[src/rtl/uart_rx_line_assemble.sv]
// Assembles UART RX bytes into fixed-width 34-char text lines (payload padded with spaces, then CR LF).
// Latency: line published one cycle after the LF strobe (o_line_valid pulse).
// Backpressure: none; consumer must sample outputs on the o_line_valid pulse.
//
// Ports:
//   i_clk_20mhz       system clock
//   i_rst_20mhz       asynchronous active-low reset
//   i_rx_data         received byte, qualified by i_rx_valid
//   i_rx_valid        one-cycle strobe for i_rx_data / i_rx_error
//   i_rx_error        framing error on the strobed byte
//   o_dat_ascii_line  last published line, first char in the top byte
//   o_line_valid      one-cycle pulse on a newly published line
//   o_line_len        payload character count of the published line
//   o_line_trunc      published line was truncated or hit a framing error
//   o_line_count      published line counter, wraps at 256
module uart_rx_line_assemble #(
  parameter int C_LINE_CHARS = 32
) (
  input  logic                          i_clk_20mhz,
  input  logic                          i_rst_20mhz,
  input  logic [7:0]                    i_rx_data,
  input  logic                          i_rx_valid,
  input  logic                          i_rx_error,
  output logic [(C_LINE_CHARS+2)*8-1:0] o_dat_ascii_line,
  output logic                          o_line_valid,
  output logic [5:0]                    o_line_len,
  output logic                          o_line_trunc,
  output logic [7:0]                    o_line_count
);

  localparam int              LP_BUF_W   = C_LINE_CHARS * 8;
  localparam logic [5:0]      LP_MAX_IDX = 6'(C_LINE_CHARS);
  localparam logic [7:0]      LP_SPACE   = 8'h20;
  localparam logic [7:0]      LP_CR      = 8'h0D;
  localparam logic [7:0]      LP_LF      = 8'h0A;
  localparam logic [LP_BUF_W-1:0] LP_BLANK = {C_LINE_CHARS{LP_SPACE}};

  typedef enum logic [1:0] {
    ST_RXLINE_IDLE,
    ST_RXLINE_DATA,
    ST_RXLINE_DISCARD
  } t_rxline_state;

  t_rxline_state                 r_state;
  logic [LP_BUF_W-1:0]           r_buf;
  logic [5:0]                    r_idx;
  logic [(C_LINE_CHARS+2)*8-1:0] r_line;
  logic                          r_line_valid;
  logic [5:0]                    r_line_len;
  logic                          r_line_trunc;
  logic [7:0]                    r_line_count;

  logic w_is_lf;
  logic w_is_cr;

  assign w_is_lf = (i_rx_data == LP_LF);
  assign w_is_cr = (i_rx_data == LP_CR);

  always_ff @(posedge i_clk_20mhz or negedge i_rst_20mhz) begin
    if (!i_rst_20mhz) begin
      r_state      <= ST_RXLINE_IDLE;
      r_buf        <= LP_BLANK;
      r_idx        <= '0;
      r_line       <= {LP_BLANK, LP_CR, LP_LF};
      r_line_valid <= 1'b0;
      r_line_len   <= '0;
      r_line_trunc <= 1'b0;
      r_line_count <= '0;
    end else begin
      r_line_valid <= 1'b0;
      if (i_rx_valid) begin
        // A framing error takes priority over the byte value: even a corrupted
        // LF must not terminate the line.
        if (i_rx_error) begin
          r_state <= ST_RXLINE_DISCARD;
        end else if (w_is_lf) begin
          r_line       <= {r_buf, LP_CR, LP_LF};
          r_line_len   <= r_idx;
          r_line_trunc <= (r_state == ST_RXLINE_DISCARD);
          r_line_valid <= 1'b1;
          r_line_count <= r_line_count + 8'd1;
          r_buf        <= LP_BLANK;
          r_idx        <= '0;
          r_state      <= ST_RXLINE_IDLE;
        end else if (!w_is_cr && (r_state != ST_RXLINE_DISCARD)) begin
          if (r_idx < LP_MAX_IDX) begin
            // Slot 0 occupies the most significant byte of the buffer.
            for (int s = 0; s < C_LINE_CHARS; s++) begin
              if (r_idx == 6'(s)) begin
                r_buf[(C_LINE_CHARS-1-s)*8 +: 8] <= i_rx_data;
              end
            end
            r_idx   <= r_idx + 6'd1;
            r_state <= ST_RXLINE_DATA;
          end else begin
            // Buffer full: drop the rest of the line until LF.
            r_state <= ST_RXLINE_DISCARD;
          end
        end
      end
    end
  end

  assign o_dat_ascii_line = r_line;
  assign o_line_valid     = r_line_valid;
  assign o_line_len       = r_line_len;
  assign o_line_trunc     = r_line_trunc;
  assign o_line_count     = r_line_count;

endmodule
[config.mk]
export PLATFORM = sky130hd
export DESIGN_NAME = uart_rx_line_assemble
export DESIGN_NICKNAME = d
export VERILOG_FILES = /design/src/rtl/uart_rx_line_assemble.sv
export SDC_FILE = /design/constraint.sdc
export NUM_CORES = 1
export LEC_CHECK = 0
export BUFFER_PORTS_ARGS = -buffer_cell sky130_fd_sc_hd__buf_2
export CELL_PAD_IN_SITES_DETAIL_PLACEMENT = 0
export CELL_PAD_IN_SITES_GLOBAL_PLACEMENT = 1
export CORE_MARGIN = 1.5
export CORE_UTILIZATION = 40
export DETAILED_ROUTE_END_ITERATION = 10
export PLACE_DENSITY = 0.78
export SLEW_MARGIN = 20
export SYNTH_ARGS = -nofsm -noshare
export SYNTH_HDL_FRONTEND = slang
export SYNTH_SLANG_ARGS = --single-unit
[constraint.sdc]
create_clock -name i_clk_20mhz -period 1.94 [get_ports i_clk_20mhz]
set_input_delay 0.194 -clock i_clk_20mhz [delete_from_list [all_inputs] [get_ports i_clk_20mhz]]
set_output_delay 0.194 -clock i_clk_20mhz [all_outputs]
set_load 0.02 [all_outputs]
## Word level (Yosys, flattened, before mapping)

Cells that the tools add are included.

- Bitwise gates (word level): 1
- Order comparisons: 1
- $add $sub $neg: 2
- Muxes and demuxes: 45
- Eq/ne operators: 35
- Reduce and logical (&&, ||, !) cells: 73

Operator list:

| cell | number |
|---|---|
| 256-bit 2-to-1 mux | 3 |
| 8-bit 2-to-1 mux | 32 |
| 5-bit AND reduction | 32 |
| 6-bit by 5-bit == test with 1-bit output (second input constant) | 16 |
| 2-bit nonzero test | 34 |
| 6-bit by 4-bit == test with 1-bit output (second input constant) | 8 |
| 6-bit by 3-bit == test with 1-bit output (second input constant) | 4 |
| 6-bit 2-to-1 mux | 3 |
| 8-bit by 4-bit == test with 1-bit output (second input constant) | 2 |
| 6-bit by 2-bit == test with 1-bit output (second input constant) | 2 |
| 8-bit by 1-bit adder with 8-bit output (second input constant) | 1 |
| 2-bit 2-to-1 mux | 4 |
| 6-bit by 1-bit adder with 6-bit output (second input constant) | 1 |
| 6-bit by 1-bit == test with 1-bit output (second input constant) | 1 |
| 6-bit zero test | 1 |
| 6-bit < comparator (second input constant) | 1 |
| 4-bit AND reduction | 1 |
| 1-bit 2-to-1 mux | 3 |
| 3-bit AND reduction | 1 |
| 3-bit nonzero test | 1 |
| 2-bit == test (second input constant) | 1 |
| 2-bit != test (second input constant) | 1 |
| 2-bit AND reduction | 1 |
| 1-bit logical AND | 1 |
| 2 further kinds | 2 |

- Word-level logic and storage cells: 196
- Input port bits: 12
- Bits in registers: 536

## Logic depth before layout (Yosys ltp)

- Depth in word-level cells: 6
- Mapped depth: 8

## Worst setup path before layout

OpenSTA, ideal clock, no wires.

- Kind: register -> register
- Start: register r_idx[0]
- End: register r_buf[233]
- Slack: 0.106 ns
- Buffers on the path: 1
- Cell stages (with the launch flop): 8
- Data required time: 1.818 ns
- Data arrival time: 1.712 ns
- Period minus slack after synthesis: 1.834 ns
- Cell sequence: dfrtp_1 inv_1 ha_1 clkbuf_1 nand2_1 nor2_1 nand2_1 a32o_1

- Cells in the longest elaborated chain, start to end: 3

RTL lines:

| element | line | text |
|---|---|---|
| from (decl) | 46 | `logic [5:0] r_idx;` |
| from (signal assigned) | 93 | `r_idx <= r_idx + 6'd1;` |
| 6-bit < comparator / 6-bit by 2-bit == test with 1-bit output (equally long branches) | 86, 89 |  |
| 2-bit nonzero test (no line) | n/a |  |
| 5-bit AND reduction (no line) * | n/a |  |
| to (signal, indexed assignment) | 90 | `r_buf[(C_LINE_CHARS-1-s)*8 +: 8] <= i_rx_data;` |
| to (decl) | 45 | `logic [LP_BUF_W-1:0] r_buf;` |

Mark *: on every way between the ends. The rest lies on a longest branch, timed or not.
A chain may end at the register's enable or synchronous reset.

## Worst setup path after layout

- Start: register r_idx[5]
- End: register r_buf[107]

- Cells in the longest elaborated chain, start to end: 3

RTL lines:

| element | line |
|---|---|
| 6-bit < comparator / 6-bit by 5-bit == test with 1-bit output (equally long branches) | 86, 89 |
| 2-bit nonzero test (no line) | n/a |
| 5-bit AND reduction (no line) * | n/a |

Marks and branches as above.

==> flow_summary.yaml <==
clock_tree:
  cts_buffers: 57
  clockBufferDepth: 3
  h-tree-depth: 2
  clk_latency_ns: 0.61
  cts.clk_slew.worst_paths_ns: 0.06
  cts-root-buf: "clkbuf_16"
  clkSinkCount: 536
  cts_tree: "yes"
synth:
  syn_area_per_cell_sq_um: 10.1
  ys_types: 58
  synth-edff-count: 0
  yosys_most_used_dff: "dfrtp_1"
  synth-seq-cells: 536
  synth_top_family_by_area: "simple AND/OR/NAND/NOR gates"
  synthArstFlopShare: 1.00
  synth_xor_xnor_area_share: 0.00288
  synth_common_cells: "nand2_1, dfrtp_1, a21oi_1"
  synthSimpleGateAreaFrac: 0.184
  synth.most_common_cell: "nand2_1"
  synth-compound-area-share: 0.137
  synthTopCellsByArea: "dfrtp_1, nand2_1, dfstp_2"
  synth_fa_ha_area_frac: 0.00294
  synth_top_area_share: 0.554
  ys_warn_count: 0
  synthMuxAreaShare: 0
  yosysSeqAreaShare: 0.633
  netlist_area_sq_um: 21300
  yosys.area.top_type: "dfrtp_1"
  synth_cells: 2112
timing:
  slew_headroom: 0.470
  setup_viol: 0
  hold_viol: 0
  max_freq_mhz: 527
  period_share: 0.979
  rsz0062_at_grt: "true"
  period_minus_slack_ns: 1.90
  fin_ws_ns: 0.0412
  drv_slew: 0
  clock_skew_ns: 0.0174
  tightest_slew_ns: 0.789
  setup_tns_ns: 0
pwr:
  ir_worst_vdd_mv: 0.625
  power_uw: 23200
  p_sw_frac: 0.217
  pwr_density_cell_nw_per_um2: 857
  power.switching_uw: 5020
  p_clk_frac: 0.477
  p_leak_uw: 0.0144
  seq_power_share: 0.492
  combPwrFrac: 0.031
  p_int_uw: 18100
job:
  drv_cap: 0
setup_path:
  slowest_stage: "dfrtp_2"
  crit_path_start: "r_idx[5]"
  start_kind: "flip-flop"
  critPathRequiredTime_ns: 2.43
  reg2reg_from: "r_idx[5]"
  max_stage_delay_ns: 0.46
  cp.arrival_ns: 2.39
  crit_top_cell: "nand2_1"
  cp_cell_sequence: "nor2b_1 -> buf_4 -> nand2_1 -> o31ai_1 -> nand2_1 -> a22o_1"
  cp-end-kind: "flip-flop"
  rr_worst_depth: 6
  crit_path_max_fanout: 7
  r2r_slack_ns: 0.04
  setup.worst_path.end: "r_buf[107]"
  r2r_end: "r_buf[107]"
  critical_path_class: "flip-flop to flip-flop"
placed_design:
  dp.cells: 3148
  post-place-ws_ns: -0.320
  dpl.hpwl_mm: 47.2
  place.gp.congestion: 0.851
  port_buffers: 283
  postPlaceCellArea_sq_um: 24900
global_routing:
  grt_pass1_wl_mm: 103
  grt_pass1_vias: 17300
  grt_antenna_before_repair: 5
  grt-ovfl-total: 0
  gr-usage-all-layers: 0.246
  grt_max_degree: 122
die:
  rows: 84
  core_area_sq_um: 52600
  initial_utilization: 0.405
  boundaryPins: 300
  dieArea_sq_um: 54700
  dieHeight_um: 234
  die_w_um: 234
drt:
  dr.pass1.iters: 6
  num_vias: 17200
  final_antenna_net_count: 0
  drtIter0Drc: 1273
  drc: 0
  wl_per_cell_um: 20.5
  wl_mm: 67.0
  vias_per_cell: 5.27
finish:
  nets: 2542
  final_cells: 3262
  syn2layout_area_growth_pct: 26.9
  finalInstanceArea_sq_um: 27000
  fillers: 4853
  drive_gt1_frac: 0.269
worst_hold_path:
  hold_path_class: "input pin to asynchronous set/reset pin"
outcome:
  status: "finished, final reports clean"
[layout make-up]
| class | instances | area (sq um) | area share |
|---|---|---|---|
| Clock inverter | 17 | 218 | 0.00806 |
| Clock buffer | 87 | 1680 | 0.0621 |
| Timing Repair Buffer | 479 | 3460 | 0.128 |
| Antenna cell | 4 | 10.0 | 0.000370 |
| Multi-Input combinational cell | 1425 | 7200 | 0.266 |
| Inverter | 26 | 97.6 | 0.00361 |
| Tap cell | 688 | 861 | 0.0319 |
| Sequential cell | 536 | 13500 | 0.499 |
[layout by cell type, fill, tap and decap left out, drive strengths merged, types with 4 or more instances in the layout]
master	n
o31ai	4
conb	16
and3	10
clkinv	9
clkbuf	87
bufinv	5
nor2	63
buf	476
o2bb2ai	71
and2	8
o21ai	53
a22oi	86
a22o	38
ha	5
dfstp	64
nor3b	5
nor2b	6
nand3	21
diode	4
a2bb2oi	4
a32o	17
a21oi	122
nand2	839
dfrtp	472
nor3	12
inv	26
xnor2	4
a31oi	9
nand2b	4
[state kept, by name, indices dropped and copies added, names as in the netlist]
register	count
o_dat_ascii_line	256
r_idx	6
o_line_trunc	1
r_buf	256
o_line_count	8
o_line_valid	1
r_state	2
o_line_len	6
[metal layers]
metal  track usage  vias to the layer above  wire (um)
li1              -                     7875          -
met1         0.322                     8626      27900
met2         0.414                      564      33200
met3        0.0401                      133       3520
met4        0.0877                        2       2310
met5             0                        -          7
[worst min-delay path by stage]
stage / endpoint / cells after the start
final: r_buf[239] / 2
after global routing: r_buf[1] / 4
after CTS: r_buf[1] / 4
after detailed placement: r_buf[232] / 1
after global placement: r_buf[234] / 1
after floorplan: o_dat_ascii_line[100] / 0
[cells by family (layout without fill, tap and decap cells)]
logic type / after synthesis / after routing
xor+xnor: 7 / 7
flops: 536 / 536
compound gates: 416 / 416
buf+inv: 165 / 609
simple gates: 981 / 981
other cells: 2 / 20
fa+ha+maj: 5 / 5
[stage by stage]
step                utilization  hold slack, ns
floorplan                     -          -0.102
global placement          0.474           0.104
detailed placement        0.474           0.109
CTS                       0.511          0.0299
global route              0.514          0.0471
finish                    0.514          0.0723
[worst max-delay path, delay by kind of cell (launching register included)]
family / cells / cell delay [ns]
compound gates: 2 / 0.58
flops: 1 / 0.46
simple gates: 3 / 0.57
buf+inv: 1 / 0.17
[power by group through the flow]
stage	clock, uW	combinational, uW	sequential, uW
3_5_place_dp	0	710	11600
4_1_cts	11300	721	11400
3_3_place_gp	0	691	11600
6_report	11000	718	11400
2_1_floorplan	0	218	11600
5_1_grt	11700	804	11400
[timing repair]
action,CTS,global route
hold endpoints to repair,310,0
buffers inserted,0,3
resized for setup,15,38
endpoints found under the setup margin,115,167
hold buffers,3,0
pin swaps,1,1
No activity file was read; power rests on OpenSTA's default activity.
